[config.mk]
export PLATFORM = sky130hd
export DESIGN_NAME = pattern_gen_engine
export DESIGN_NICKNAME = d
export VERILOG_FILES = /design/src/rtl/pattern_gen_engine.sv
export SDC_FILE = /design/constraint.sdc
export NUM_CORES = 1
export LEC_CHECK = 0
export ABC_CLOCK_PERIOD_IN_PS = 2300
export CORE_ASPECT_RATIO = 0.8
export CORE_UTILIZATION = 40
export CTS_CLUSTER_SIZE = 14
export DETAILED_ROUTE_END_ITERATION = 8
export PLACE_DENSITY_LB_ADDON = 0.08
export SYNTH_ARGS = -nofsm -noshare
export SYNTH_HDL_FRONTEND = slang
export SYNTH_SLANG_ARGS = --single-unit
[constraint.sdc]
create_clock -name clk -period 2.3 [get_ports clk]
set_clock_uncertainty 0.2 [all_clocks]
set_input_delay 0.46 -clock clk [delete_from_list [all_inputs] [get_ports clk]]
set_output_delay 0.46 -clock clk [all_outputs]
set_load 0.05 [all_outputs]
[src/rtl/pattern_gen_engine.sv]
// pattern_gen_engine: frame/line sequencer with x/y counters and test-pattern pixel generator.
// Rev 1.0 - initial release.
`default_nettype none

module pattern_gen_engine #(
  parameter int PIX_W       = 12,
  parameter int LINE_LEN    = 64,
  parameter int FRAME_LINES = 32,
  parameter int CNT_W       = 8
) (
  input  logic             clk,
  input  logic             rst_n,
  input  logic             f_sync_i,
  input  logic             sync_i,
  input  logic [2:0]       mode_i,
  input  logic             gray_en_i,
  input  logic [1:0]       cb_log2_i,
  input  logic [PIX_W-1:0] const_val_i,
  input  logic [1:0]       dx_i,
  input  logic [PIX_W-1:0] dy_i,
  output logic             pix_valid_o,
  output logic [PIX_W-1:0] pix_data_o,
  output logic             line_end_o,
  output logic             frame_end_o,
  output logic             busy_o,
  output logic             sync_err_o
);

  typedef enum logic [1:0] {
    IDLE      = 2'd0,
    WAIT_LINE = 2'd1,
    ACTIVE    = 2'd2
  } state_t;

  localparam logic [CNT_W-1:0] LAST_X = CNT_W'(LINE_LEN - 1);
  localparam logic [CNT_W-1:0] LAST_Y = CNT_W'(FRAME_LINES - 1);

  state_t             state_q, state_d;
  logic [CNT_W-1:0]   x_q, x_d;
  logic [CNT_W-1:0]   y_q, y_d;
  logic [PIX_W-1:0]   row_q, row_d;
  logic [PIX_W-1:0]   acc_q, acc_d;

  logic [2:0]         mode_q, mode_d;
  logic               gray_q, gray_d;
  logic [1:0]         cb_q, cb_d;
  logic [PIX_W-1:0]   cval_q, cval_d;
  logic [1:0]         dx_q, dx_d;
  logic [PIX_W-1:0]   dy_q, dy_d;

  logic               valid_q, valid_d;
  logic [PIX_W-1:0]   data_q, data_d;
  logic               le_q, le_d;
  logic               fe_q, fe_d;
  logic               busy_q, busy_d;
  logic               err_q, err_d;

  logic [PIX_W-1:0]   step;
  logic [CNT_W-1:0]   x_inc;
  logic [PIX_W-1:0]   acc_inc;

  // Pixel value for pixel x of line y, using the configuration latched at frame start.
  function automatic logic [PIX_W-1:0] pixel_f(
    input logic [2:0]       m,
    input logic             g,
    input logic [1:0]       cb,
    input logic [PIX_W-1:0] cv,
    input logic [CNT_W-1:0] x,
    input logic [CNT_W-1:0] y,
    input logic [PIX_W-1:0] acc
  );
    logic [PIX_W-1:0] xp;
    logic [CNT_W-1:0] xs;
    logic [CNT_W-1:0] ys;
    logic             c;
    xp = PIX_W'(x);
    xs = x >> cb;
    ys = y >> cb;
    c  = xs[0] ^ ys[0];
    case (m)
      3'd0:    pixel_f = g ? (xp ^ (xp >> 1)) : xp;
      3'd1:    pixel_f = cv;
      3'd2:    pixel_f = c ? '0 : '1;
      3'd3:    pixel_f = c ? '1 : '0;
      3'd4:    pixel_f = acc;
      default: pixel_f = '0;
    endcase
  endfunction

  always_comb begin
    case (dx_q)
      2'd0:    step = '0;
      2'd1:    step = PIX_W'(1);
      2'd2:    step = PIX_W'(4);
      default: step = PIX_W'(8);
    endcase
  end

  assign x_inc   = x_q + CNT_W'(1);
  assign acc_inc = acc_q + step;

  always_comb begin
    state_d = state_q;
    x_d     = x_q;
    y_d     = y_q;
    row_d   = row_q;
    acc_d   = acc_q;
    mode_d  = mode_q;
    gray_d  = gray_q;
    cb_d    = cb_q;
    cval_d  = cval_q;
    dx_d    = dx_q;
    dy_d    = dy_q;
    valid_d = 1'b0;
    data_d  = data_q;
    le_d    = 1'b0;
    fe_d    = 1'b0;
    err_d   = sync_i && (state_q != WAIT_LINE);

    // f_sync has priority in every state: restart the frame with fresh configuration.
    if (f_sync_i) begin
      mode_d  = mode_i;
      gray_d  = gray_en_i;
      cb_d    = cb_log2_i;
      cval_d  = const_val_i;
      dx_d    = dx_i;
      dy_d    = dy_i;
      y_d     = '0;
      row_d   = '0;
      state_d = WAIT_LINE;
    end else begin
      case (state_q)
        WAIT_LINE: begin
          if (sync_i) begin
            state_d = ACTIVE;
            x_d     = '0;
            acc_d   = row_q;
            valid_d = 1'b1;
            data_d  = pixel_f(mode_q, gray_q, cb_q, cval_q, '0, y_q, row_q);
          end
        end
        ACTIVE: begin
          if (x_q == LAST_X) begin
            if (y_q == LAST_Y) begin
              state_d = IDLE;
            end else begin
              y_d     = y_q + CNT_W'(1);
              row_d   = row_q + dy_q;
              state_d = WAIT_LINE;
            end
          end else begin
            x_d     = x_inc;
            acc_d   = acc_inc;
            valid_d = 1'b1;
            data_d  = pixel_f(mode_q, gray_q, cb_q, cval_q, x_inc, y_q, acc_inc);
            le_d    = (x_inc == LAST_X);
            fe_d    = (x_inc == LAST_X) && (y_q == LAST_Y);
          end
        end
        default: ;
      endcase
    end

    busy_d = (state_d != IDLE);
  end

  always_ff @(posedge clk or negedge rst_n) begin
    if (!rst_n) begin
      state_q <= IDLE;
      x_q     <= '0;
      y_q     <= '0;
      row_q   <= '0;
      acc_q   <= '0;
      mode_q  <= '0;
      gray_q  <= 1'b0;
      cb_q    <= '0;
      cval_q  <= '0;
      dx_q    <= '0;
      dy_q    <= '0;
      valid_q <= 1'b0;
      data_q  <= '0;
      le_q    <= 1'b0;
      fe_q    <= 1'b0;
      busy_q  <= 1'b0;
      err_q   <= 1'b0;
    end else begin
      state_q <= state_d;
      x_q     <= x_d;
      y_q     <= y_d;
      row_q   <= row_d;
      acc_q   <= acc_d;
      mode_q  <= mode_d;
      gray_q  <= gray_d;
      cb_q    <= cb_d;
      cval_q  <= cval_d;
      dx_q    <= dx_d;
      dy_q    <= dy_d;
      valid_q <= valid_d;
      data_q  <= data_d;
      le_q    <= le_d;
      fe_q    <= fe_d;
      busy_q  <= busy_d;
      err_q   <= err_d;
    end
  end

  assign pix_valid_o = valid_q;
  assign pix_data_o  = data_q;
  assign line_end_o  = le_q;
  assign frame_end_o = fe_q;
  assign busy_o      = busy_q;
  assign sync_err_o  = err_q;

endmodule

`default_nettype wire

* Word-level counts from Yosys, hierarchy flattened
Cells that the tools add are included.
Cells by class: reductions and logical operators 10, mux-type cells 40, equality and inequality tests 15, $add $sub $neg 4, shift operators 3, bitwise operators 4
Operator list (count):
- $mux W12 | 12
- $pmux W12 S5 | 1
- $mux W8 | 7
- $pmux W12 S2 | 2
- $pmux W12 S4 | 1
- $add A12 B12 Y12 | 2
- $add A8 B1 Y8 const B | 2
- $eq A8 B6 Y1 const B | 2
- $pmux W8 S2 | 1
- $shr A8 B2 Y1 | 2
- $pmux W4 S3 | 1
- $mux W1 | 10
- $eq A8 B5 Y1 const B | 1
- $reduce_bool A2 Y1 | 4
- $xor A8 B7 Y8 | 1
- $eq A3 B2 Y1 const B | 2
- $mux W2 | 3
- $ne A2 B2 Y1 const B | 3
- $eq A2 B1 Y1 const B | 2
- $eq A2 B2 Y1 const B | 2
- $pmux W2 S2 | 1
- $reduce_and A4 Y1 | 1
- $eq A3 B1 Y1 const B | 1
- $eq A3 B3 Y1 const B | 1
- other kinds (9) | 11
Storage, ports and cells: input port bits 36, register bits 91, output and inout port bits 17

* Depth between registers and ports, before layout
Gate-level depths: netlist (run 1).
word-level depth 7, mapped depth 10, mapped depth without buffers 9

* Least setup slack after synthesis (run 1)
Ideal clock, no wire load.
kind reg-to-reg, start point reg x_q[0], end point reg data_q[6], in the netlist pix_data_o[6], cell stages (with the launch flop) 10, arrival time 2.090 ns, clock period less this slack 2.419 ns, path buffers 1, data required time 1.971 ns, library setup time 0.129 ns, setup slack -0.119 ns, cells stage by stage dfrtp_1 > ha_1 > clkbuf_1 > nand2_1 > xnor2_1 > inv_1 > ha_1 > mux2_2 > a211oi_1 > o21ai_1
Between the ends: cells in the longest elaborated chain, start to end 7, elaborated cells between the ends (all ways) 13
Ends and longest elaborated chain:
- start, declared | line 39 | logic [CNT_W-1:0] x_q, x_d;
- start signal, assigned | line 170 | x_q <= '0;
- start signal, assigned | line 188 | x_q <= x_d;
- $add A8 B1 Y8 | line 99 | assign x_inc = x_q + CNT_W'(1);
- $shr A8 B2 Y1 | line 77 | xs = x >> cb;
- $xor A1 B1 Y1 | line 79 | c = xs[0] ^ ys[0];
- $mux W12 (on tied branches) | line 84, 83
- $pmux W12 S5 | line 80 | case (m)
- $mux W12 | line 143 | if (x_q == LAST_X) begin
- $pmux W12 S2 | line 132 | case (state_q)
- end signal, assigned | line 199 | data_q <= data_d;
- end, declared | line 52 | logic [PIX_W-1:0] data_q, data_d;
Parallel ways exist; a longest one is shown, timed or not. The select of a mux whose other input is x is not followed. A chain may end at the register's enable or synchronous reset.

* Worst setup path after layout (run 1)
start point reg row_q[4], end point reg row_q[11]
Between the ends: cells in the longest elaborated chain, start to end 5
Ends and longest elaborated chain:
- start, declared | line 41 | logic [PIX_W-1:0] row_q, row_d;
- start signal, assigned | line 190 | row_q <= row_d;
- $add A12 B12 Y12 | line 148 | row_d = row_q + dy_q;
- $mux W12 | line 144 | if (y_q == LAST_Y) begin
- $mux W12 | line 143
- $mux W12 | line 132
- $mux W12 | line 121 | if (f_sync_i) begin
No other way between the ends. The select of a mux whose other input is x is not followed.

==> metrics list, run 1 <==
* Violations in the final reports: setup timing
- Setup repair after global routing could not meet its margin everywhere.
- After synthesis the cells add up to between 5000 and 6000 µm².
* Number of hold-slack violations in the final timing report: 0
- The global routing stage identified its most utilized layer as met2.
- The repair_antennas step left the layout with diodes totalling 0.
- Max-cap violations in this run came to 0.
* Final HPWL from detailed placement: around 12000 µm
- Congestion Overflow GR: 0
* Grt met3 use: under 10%
- Counting flops with an async set or reset pin after synthesis yields a share of 100%.
* Class of the most critical setup path: reg2reg
- Most common cell on crit path: sky130_fd_sc_hd__o211ai_1
* Final-stage net count: approximately 770
* Internal power: between 3000 and 4000 µW
- Area delta synth->final: 39.5%
* Fin cells: roughly 890
- Maximum level of the CTS H-tree: 3
* CP max stage cell: sky130_fd_sc_hd__dfrtp_1
- After detailed routing, the number of remaining DRC violations is 0.
* Worst Path Arrival: around 2.5 ns
* Leakage power summed over all cells: approximately 0.0032 µW
- All-Layer GR Usage: roughly 24%
- Power spent charging and discharging nets: between 2000 and 2500 µW
* Core ar.: roughly 13000 µm²
- After detailed routing, the average wire length per cell comes to between 15 and 20 µm.
- In the finished design, the share of the clock period the worst path needs comes to 104%.
- Crit start category: flip-flop
* Synth warnings: 0
- Setup violations remaining at the end of the flow were counted as 11.
* TritonCTS clock tree: yes
* Routed vias/inst: ~5.4
* Number of nets with antenna violations after detailed routing: 0
* Post-synthesis area per instance: between 9 and 10 µm²
- After detailed placement, the design holds a cell count of about 860.
- Area of the die: roughly 14000 µm²
* Least-Margin Pin Slew: approximately 0.54 ns
- For met1 alone, demand over resource in global routing was a little over a third.
- Detailed router's first-iteration violation count: ~310
- The design draws just over 6000 µW.
* Crit. End Element: flip-flop
* Relative slew slack: 63.5%
- Most used flip-flop cell after synthesis: sky130_fd_sc_hd__dfrtp_1
* Worst setup slack before clock tree synthesis: -0.334 ns
- Counting along the longest clock path gives a buffer depth of 2.
- 53 I/O pins were placed.
* Total of flip-flops plus latches after synthesis: 91
- Crit path required time: roughly 2.3 ns
* Biggest fanout along the worst timing path: 2
* P per Cell Area: ~820 nW/µm²
- Static timing analysis puts the maximum clock frequency at ~420 MHz.
* Portion of the post-synthesis area used by sequential elements: between 40% and 50%
- Number of rows created at floorplan: 37
* Layout cell share with drive strength beyond 1: 31.1%
* Run status: finished with violations
* Count of pins over their slew limit: 0
- Num Clock Sinks: just over 90
* Number of antenna violations at the first check in global routing: 0
* Clock network power share: between 20% and 30%
* Number of global-route vias before repair: between 4000 and 5000
* Class of the tightest hold or removal check: in2reg
- On the worst path, the slowest cell contributes a delay of around 0.42 ns.
* Last weighted congestion value of the routability-driven placer: between 0.8 and 0.9
- Starting utilization of the core area: between 40% and 50%
* Clock edge transition at the registers on the reported setup and hold paths: around 0.070 ns
- The later pin in the worst-skew pair is clocked with a latency of 0.35 ns.
- Setup slack after layout: -0.101 ns
* Clock period minus final worst setup slack: roughly 2.4 ns
- Global routing usage on met2: a little over a third
* Critical path, cell by cell: ha_4 > o211ai_1 > o211ai_1 > nand4_1 > a31oi_2 > mux2i_1 > mux2_2
- The die is around 130 µm wide.
- The final layout contains routed wiring with a total length of 16000 µm.
- The number of nets in the synthesized netlist is 634.
* Switching Share: 38.9%
* Overall via count from detail_route: just under 5000
* Largest net degree at the start of global routing: 40
* Cells after Synth: between 500 and 600
- The first global-routing pass estimated 26100 µm of wire.
- Measured along the y axis, the die boundary spans between 100 and 150 µm.
- Count of distinct cell types in the synthesized netlist: 57
* CTS root buf: sky130_fd_sc_hd__clkbuf_16
* Number of enable-type register cells in the synthesized netlist: 0
- Sequential cells account for 34.9% of the total power.
- Buffers inserted during clock tree synthesis total 9.
* DRT Pass-1 Iters: 5
- During placement, the flow inserted port buffers numbering 52.
- Across the VDD grid, the largest voltage drop is between 500 and 600 µV.
- Of the total power, combinational logic draws a little over two fifths.
metrics by stage:
| stage | setup TNS (ns) | hold slack, ns | cell area [µm²] | utilization (%) |
|---|---|---|---|---|
| global placement | -4.34 | 0.221 | 6710 | 51.6 |
| finish | -0.581 | 0.196 | 7510 | 57.7 |
| global route | -2.07 | 0.199 | 7510 | 57.7 |
| floorplan | -0.422 | -0.0356 | 5420 | - |
| detailed placement | -5.15 | 0.223 | 6710 | 51.6 |
| CTS | -0.316 | 0.186 | 7150 | 54.9 |
logic make-up (layout without fill, tap and decap cells):
family,after synthesis,count (layout),synth area share [%]
adders and majority gates,24,24,5.72
buffers and inverters,40,182,3.00
muxes,41,41,8.67
DFF,91,91,42.3
xor gates and xnor gates,31,31,5.04
AOI/OAI and AO/OA,152,152,18.0
and+or+nand+nor,195,195,17.3
worst paths after layout:
check | from | endpoint | cells past startpoint | slack, ns
hold / removal | f_sync_i | pix_valid_o$_DFF_PN0_ | 2 | 0.20
max in group asynchronous | rst_n | acc_q[10]$_DFFE_PN0P_ | 3 | 0.94
hold reg to reg | acc_q[2]$_DFFE_PN0P_ | acc_q[2]$_DFFE_PN0P_ | 2 | 0.30
setup / recovery | row_q[4]$_DFFE_PN0P_ | row_q[11]$_DFFE_PN0P_ | 7 | -0.10
min in group asynchronous | rst_n | x_q[1]$_DFFE_PN0P_ | 2 | 0.41
setup reg to reg | row_q[4]$_DFFE_PN0P_ | row_q[11]$_DFFE_PN0P_ | 7 | -0.10
Yosys cell counts (5+ instances only):
cell | count | area share, %
sky130_fd_sc_hd__a211oi_1 | 8 | 1.1
sky130_fd_sc_hd__a21oi_1 | 44 | 4.1
sky130_fd_sc_hd__a221o_1 | 5 | 0.93
sky130_fd_sc_hd__and2_1 | 5 | 0.58
sky130_fd_sc_hd__and3_1 | 8 | 0.93
sky130_fd_sc_hd__clkbuf_1 | 24 | 1.7
sky130_fd_sc_hd__dfrtp_1 | 91 | 42
sky130_fd_sc_hd__ha_1 | 23 | 5.3
sky130_fd_sc_hd__inv_1 | 9 | 0.63
sky130_fd_sc_hd__mux2_2 | 32 | 6.7
sky130_fd_sc_hd__mux2i_1 | 7 | 1.3
sky130_fd_sc_hd__nand2_1 | 75 | 5.2
sky130_fd_sc_hd__nand3_1 | 11 | 1.0
sky130_fd_sc_hd__nand4_1 | 9 | 1.0
sky130_fd_sc_hd__nor2_1 | 41 | 2.9
sky130_fd_sc_hd__nor2b_1 | 9 | 1.0
sky130_fd_sc_hd__nor3_1 | 12 | 1.1
sky130_fd_sc_hd__o211ai_1 | 5 | 0.70
sky130_fd_sc_hd__o21ai_0 | 35 | 3.3
sky130_fd_sc_hd__o22ai_1 | 11 | 1.3
sky130_fd_sc_hd__or3_1 | 6 | 0.70
sky130_fd_sc_hd__xnor2_1 | 18 | 2.9
sky130_fd_sc_hd__xor2_1 | 13 | 2.1
flip-flops by register name (all words and copies together), names as in the netlist:
name / flops
pix_valid_o: 1
frame_end_o: 1
cb_q: 2
sync_err_o: 1
row_q: 12
state_q: 2
x_q: 8
line_end_o: 1
acc_q: 12
pix_data_o: 12
cval_q: 12
mode_q: 3
dy_q: 12
y_q: 8
busy_o: 1
dx_q: 2
gray_q: 1
power by group through the flow:
| stage | logic, µW | registers [µW] | clock network [µW] |
|---|---|---|---|
| 3_5_place_dp | 2360 | 2150 | 0 |
| 3_3_place_gp | 2320 | 2150 | 0 |
| 4_1_cts | 2390 | 2130 | 1450 |
| 6_report | 2570 | 2140 | 1420 |
| 5_1_grt | 2770 | 2180 | 1520 |
| 2_1_floorplan | 1060 | 2480 | 0 |
critical path, delay by kind of cell (launching register included):
family	cells	cell delay, ns
AO/OA/AOI/OAI	3	0.59
multiplexers	2	0.59
flip-flops	1	0.42
adder cells (fa/ha/maj)	1	0.28
AND/OR/NAND/NOR	1	0.22
per-layer routing:
metal	part of all wire, %	vias to the layer above
met2	44	124
met5	0	-
met3	4.8	16
met1	50	2351
met4	1.5	0
li1	-	2358
cell type report:
type | instances | area [µm²]
fillers | 1138 | 5500
multi-input cells | 443 | 3350
flip-flops and latches | 91 | 2280
repair buffers | 157 | 1350
clock buffers | 10 | 239
well taps | 175 | 219
clock inverters | 6 | 38.8
inverters | 9 | 33.8
layout by cell type (no fill, tap or decap), types with 6 or more instances in the layout:
master	instances
sky130_fd_sc_hd__o21ai_1	6
sky130_fd_sc_hd__nor2b_1	7
sky130_fd_sc_hd__mux2_2	32
sky130_fd_sc_hd__clkbuf_16	9
sky130_fd_sc_hd__inv_1	9
sky130_fd_sc_hd__nor3_1	11
sky130_fd_sc_hd__ha_4	6
sky130_fd_sc_hd__clkdlybuf4s50_1	50
sky130_fd_sc_hd__and3_1	8
sky130_fd_sc_hd__mux2i_1	7
sky130_fd_sc_hd__o22ai_1	10
sky130_fd_sc_hd__nand4_1	9
sky130_fd_sc_hd__nand2_1	70
sky130_fd_sc_hd__o21ai_0	30
sky130_fd_sc_hd__xor2_1	10
sky130_fd_sc_hd__buf_6	10
sky130_fd_sc_hd__xnor2_1	14
sky130_fd_sc_hd__dfrtp_1	91
sky130_fd_sc_hd__buf_4	94
sky130_fd_sc_hd__nor2_1	37
sky130_fd_sc_hd__ha_1	14
sky130_fd_sc_hd__nand3_1	8
sky130_fd_sc_hd__a21oi_1	40
timing repair:
item,in CTS,in global routing
hold buffers,1,0
pin swaps,21,29
gates resized for setup,28,60
buffers inserted,5,10
setup endpoints to repair,31,35
hold endpoints to repair,25,0
Note: power is estimated with default switching activity, not from simulation.
==> inputs of run 2 (changes only) <==
ABC_CLOCK_PERIOD_IN_PS = 2000   (was 2300)
GPL_ROUTABILITY_DRIVEN = 0   (was default)
clock period = 2 ns   (was 2.3 ns; I/O delays follow)
==> run 2 against run 1 <==
Against the previous run: the flow still finishes with violations (setup timing); worst hold slack improved by 0.087 ns; register-to-register slack worse by 0.29 ns; critical path depth stayed put; sequential power rose by 14%; routed wire length rose by 3.4%; combinational power increased by 39%; design area grew 11%; flip-flop and latch count unchanged; via count increased by 6.9%.
==> metrics list, run 2 (synthesis results as in run 1) <==
- Number of nets with antenna violations after detailed routing: 0 (unchanged)
* Crit path required time: 2.06 ns (-0.28 ns)
* Layout cell share with drive strength beyond 1: 43.7% (+13 points)
* Family with the most delay on the worst path: multiplexers
* Num Clock Sinks: 91 (unchanged)
* Critical path, cell by cell: mux4_2 > xor2_2 > or3_4 > mux2i_4 > buf_12 > nor2_2 > o22ai_1
* Max Cap Viol: 0 (unchanged)
- The effective utilization at floorplan was 41.4% (unchanged).
- Clock edge transition at the registers on the reported setup and hold paths: 0.07 ns (about the same)
* Uppermost layer routed: met4
* Area delta synth->final: 55.1%
* Skew-Pair Late Insertion Delay: 0.35 ns (about the same)
- Final-stage net count: 831 (+7.8%)
- P per Cell Area: 943 nW/µm² (+16%)
* Antenna Diode Count: 0 (unchanged)
* Crit. End Element: flip-flop
- Number of hold-slack violations in the final timing report: 0 (unchanged)
- Clock network power share: 23.8% (+0.6 points)
- The internal power summed over all cells was 4990 µW (+33%).
- Biggest fanout along the worst timing path: 6 (+4)
* Buffers plus inverters on the worst setup path: 1 (+1)
* Remaining routing DRC violations: 0 (unchanged)
* Area of the die: 13900 µm² (unchanged)
- The amount of wire on met3 after detailed routing is 688 µm (-9.5%).
- The worst-case hold slack came to 0.282 ns (+0.0869 ns).
* Fmax: 418 MHz (+0.48%)
* Count of pins over their slew limit: 0 (unchanged)
* Class of the tightest hold or removal check: in2async
* Final critical-path share of the clock period: 120% (+15 points)
- Setup repair after global routing missed its margin: yes
* Core ar.: 13000 µm² (unchanged)
* Number of antenna violations at the first check in global routing: 0 (unchanged)
* Total negative slack for setup checks: -9.37 ns (-8.79 ns)
- Power share of the sequential group: 31.0% (-3.9 points)
- Leaving out fill and tap cells, the most frequent cell in the layout is sky130_fd_sc_hd__buf_4.
- DRT Pass-1 Iters: 5 (unchanged)
- Final-layout fill cell count: 1032 (-9.3%)
* Commonest cells after routing, fill and taps aside: 146 x sky130_fd_sc_hd__buf_4, 90 x sky130_fd_sc_hd__dfrtp_1, 60 x sky130_fd_sc_hd__nand2_1
* Relative slew slack: 57.7% (-5.8 points)
* Least-Margin Pin Slew: 0.634 ns (+0.0904 ns)
- The combinational share of power came to 45.2% (+3.3 points).
- Routed vias/inst: 5.45 (+0.14%)
* Leakage power summed over all cells: 0.00368 µW (+14%)
* Final HPWL from detailed placement: 11600 µm (-3.5%)
- Clock period minus final worst setup slack: 2.39 ns (-0.0114 ns)
- The biggest cell delay along the critical path was 0.56 ns (+0.14 ns).
- The placed instance area is 7100 µm² (+5.8%).
- The post-layout instance area came to 8350 µm² (+11%).
- TritonCTS clock tree: yes
- Class of the most critical setup path: reg2reg
- The flow ran to the end, but the final reports show violations.
- Maximum level of the CTS H-tree: 3 (unchanged)
* Number of rows created at floorplan: 37 (unchanged)
* Congestion Overflow GR: 0 (unchanged)
- The net switching power was 2880 µW (+21%).
- Worst setup slack before clock tree synthesis: -0.394 ns (-0.0606 ns)
- Largest net degree at the start of global routing: 45 (+13%)
- The initial detailed-routing violation count is 283 (-9.6%).
- Routed Wire Length: 16500 µm (+3.4%)
* CTS root buf: sky130_fd_sc_hd__clkbuf_16
* Total met2 wirelength after detailed routing: 7710 µm (+10%)
* Die Ht: 106 µm (unchanged)
* Switching Share: 36.6% (-2.3 points)
- IR Drop Worst-Case VDD: 566 µV (+11%)
- The count of port buffers added during placement came to 52 (unchanged).
- The checks that failed: setup timing.
- Worst Path Arrival: 2.45 ns (about the same)
- The final cell utilization of the core was 64.2% (+6.4 points).
- The setup slack of the worst register-to-register path came to -0.39 ns (-0.29 ns).
- Number of global-route vias before repair: 4897 (+0.58%)
- The first-pass GRT wire length is 25900 µm (-0.98%).
- CP max stage cell: sky130_fd_sc_hd__mux4_2
- The total via count after detailed routing is 5183 (+6.9%).
* Routed wire per std cell: 17.4 µm (-3.1%)
* Die Span X: 132 µm (unchanged)
- The number of setup violations in the final report is 50 (+39).
* All-Layer GR Usage: 24.0% (-0.35 points)
- Top-Level Pins: 53 (unchanged)
- Sum of routed wire segments on met1: 7850 µm (-1.9%)
- The setup slack after layout came to -0.390 ns (-0.289 ns).
- The CTS buffer count was 9 (unchanged).
- Maximum clock insertion buffer count: 2 (unchanged)
* Crit start category: flip-flop
==> run 2: path summary, 6_finish.rpt <==
| path | from | to | depth (start not counted) |
|---|---|---|---|
| max in group asynchronous | rst_n | pix_data_o[1]$_DFFE_PN0P_ | 3 |
| min in group clk | acc_q[0]$_DFFE_PN0P_ | acc_q[0]$_DFFE_PN0P_ | 2 |
| setup reg to reg | cb_q[0]$_DFFE_PN0P_ | pix_data_o[2]$_DFFE_PN0P_ | 7 |
| hold / removal | rst_n | x_q[1]$_DFFE_PN0P_ | 2 |
| hold reg to reg | acc_q[0]$_DFFE_PN0P_ | acc_q[0]$_DFFE_PN0P_ | 2 |
| setup / recovery | cb_q[0]$_DFFE_PN0P_ | pix_data_o[2]$_DFFE_PN0P_ | 7 |
==> run 2: routing by layer <==
| layer | up-vias | global-route usage [%] |
|---|---|---|
| met5 | - | 0 |
| met4 | 0 | 6.98 |
| met3 | 16 | 4.67 |
| met2 | 117 | 37.0 |
| met1 | 2553 | 33.9 |
| li1 | 2497 | - |
==> run 2: cell type report <==
cell class	count	area [µm²]	share of cell area (%)
Clock buffer	12	246	2.95
Clock inverter	4	73.8	0.884
Tap cell	175	219	2.62
Inverter	9	33.8	0.405
Timing Repair Buffer	216	1950	23.4
Sequential cell	91	2280	27.3
Multi-Input combinational cell	444	3540	42.4
==> run 2: power by group through the flow <==
stage	sequential, µW	combinational, µW	clock (µW)
after global routing	2480	3790	1990
after detailed placement	2450	2850	0
after CTS	2420	3230	1910
after floorplan	2860	1280	0
final	2440	3560	1870
after global placement	2430	2810	0
==> run 2: timing repair <==
item | in CTS | in global routing
endpoints found under the setup margin | 53 | 55
gates cloned | 3 | 0
endpoints found under the hold margin | 19 | 0
setup buffers | 14 | 17
pin swaps | 45 | 45
resized for setup | 66 | 83
hold buffers | 1 | 0
==> run 2: metrics by stage <==
stage	power (µW)	instances
finish	7880	951
global route	8260	951
CTS	7570	934
detailed placement	5300	901
global placement	5240	901
floorplan	4140	574
==> run 2: worst register-to-register path, delay by kind of cell (launching register included) <==
kind	cells	cell delay [ns]
compound gates	1	0.16
simple gates	2	0.39
buf+inv	1	0.17
mux	2	0.85
xor+xnor	1	0.17
flops	1	0.37
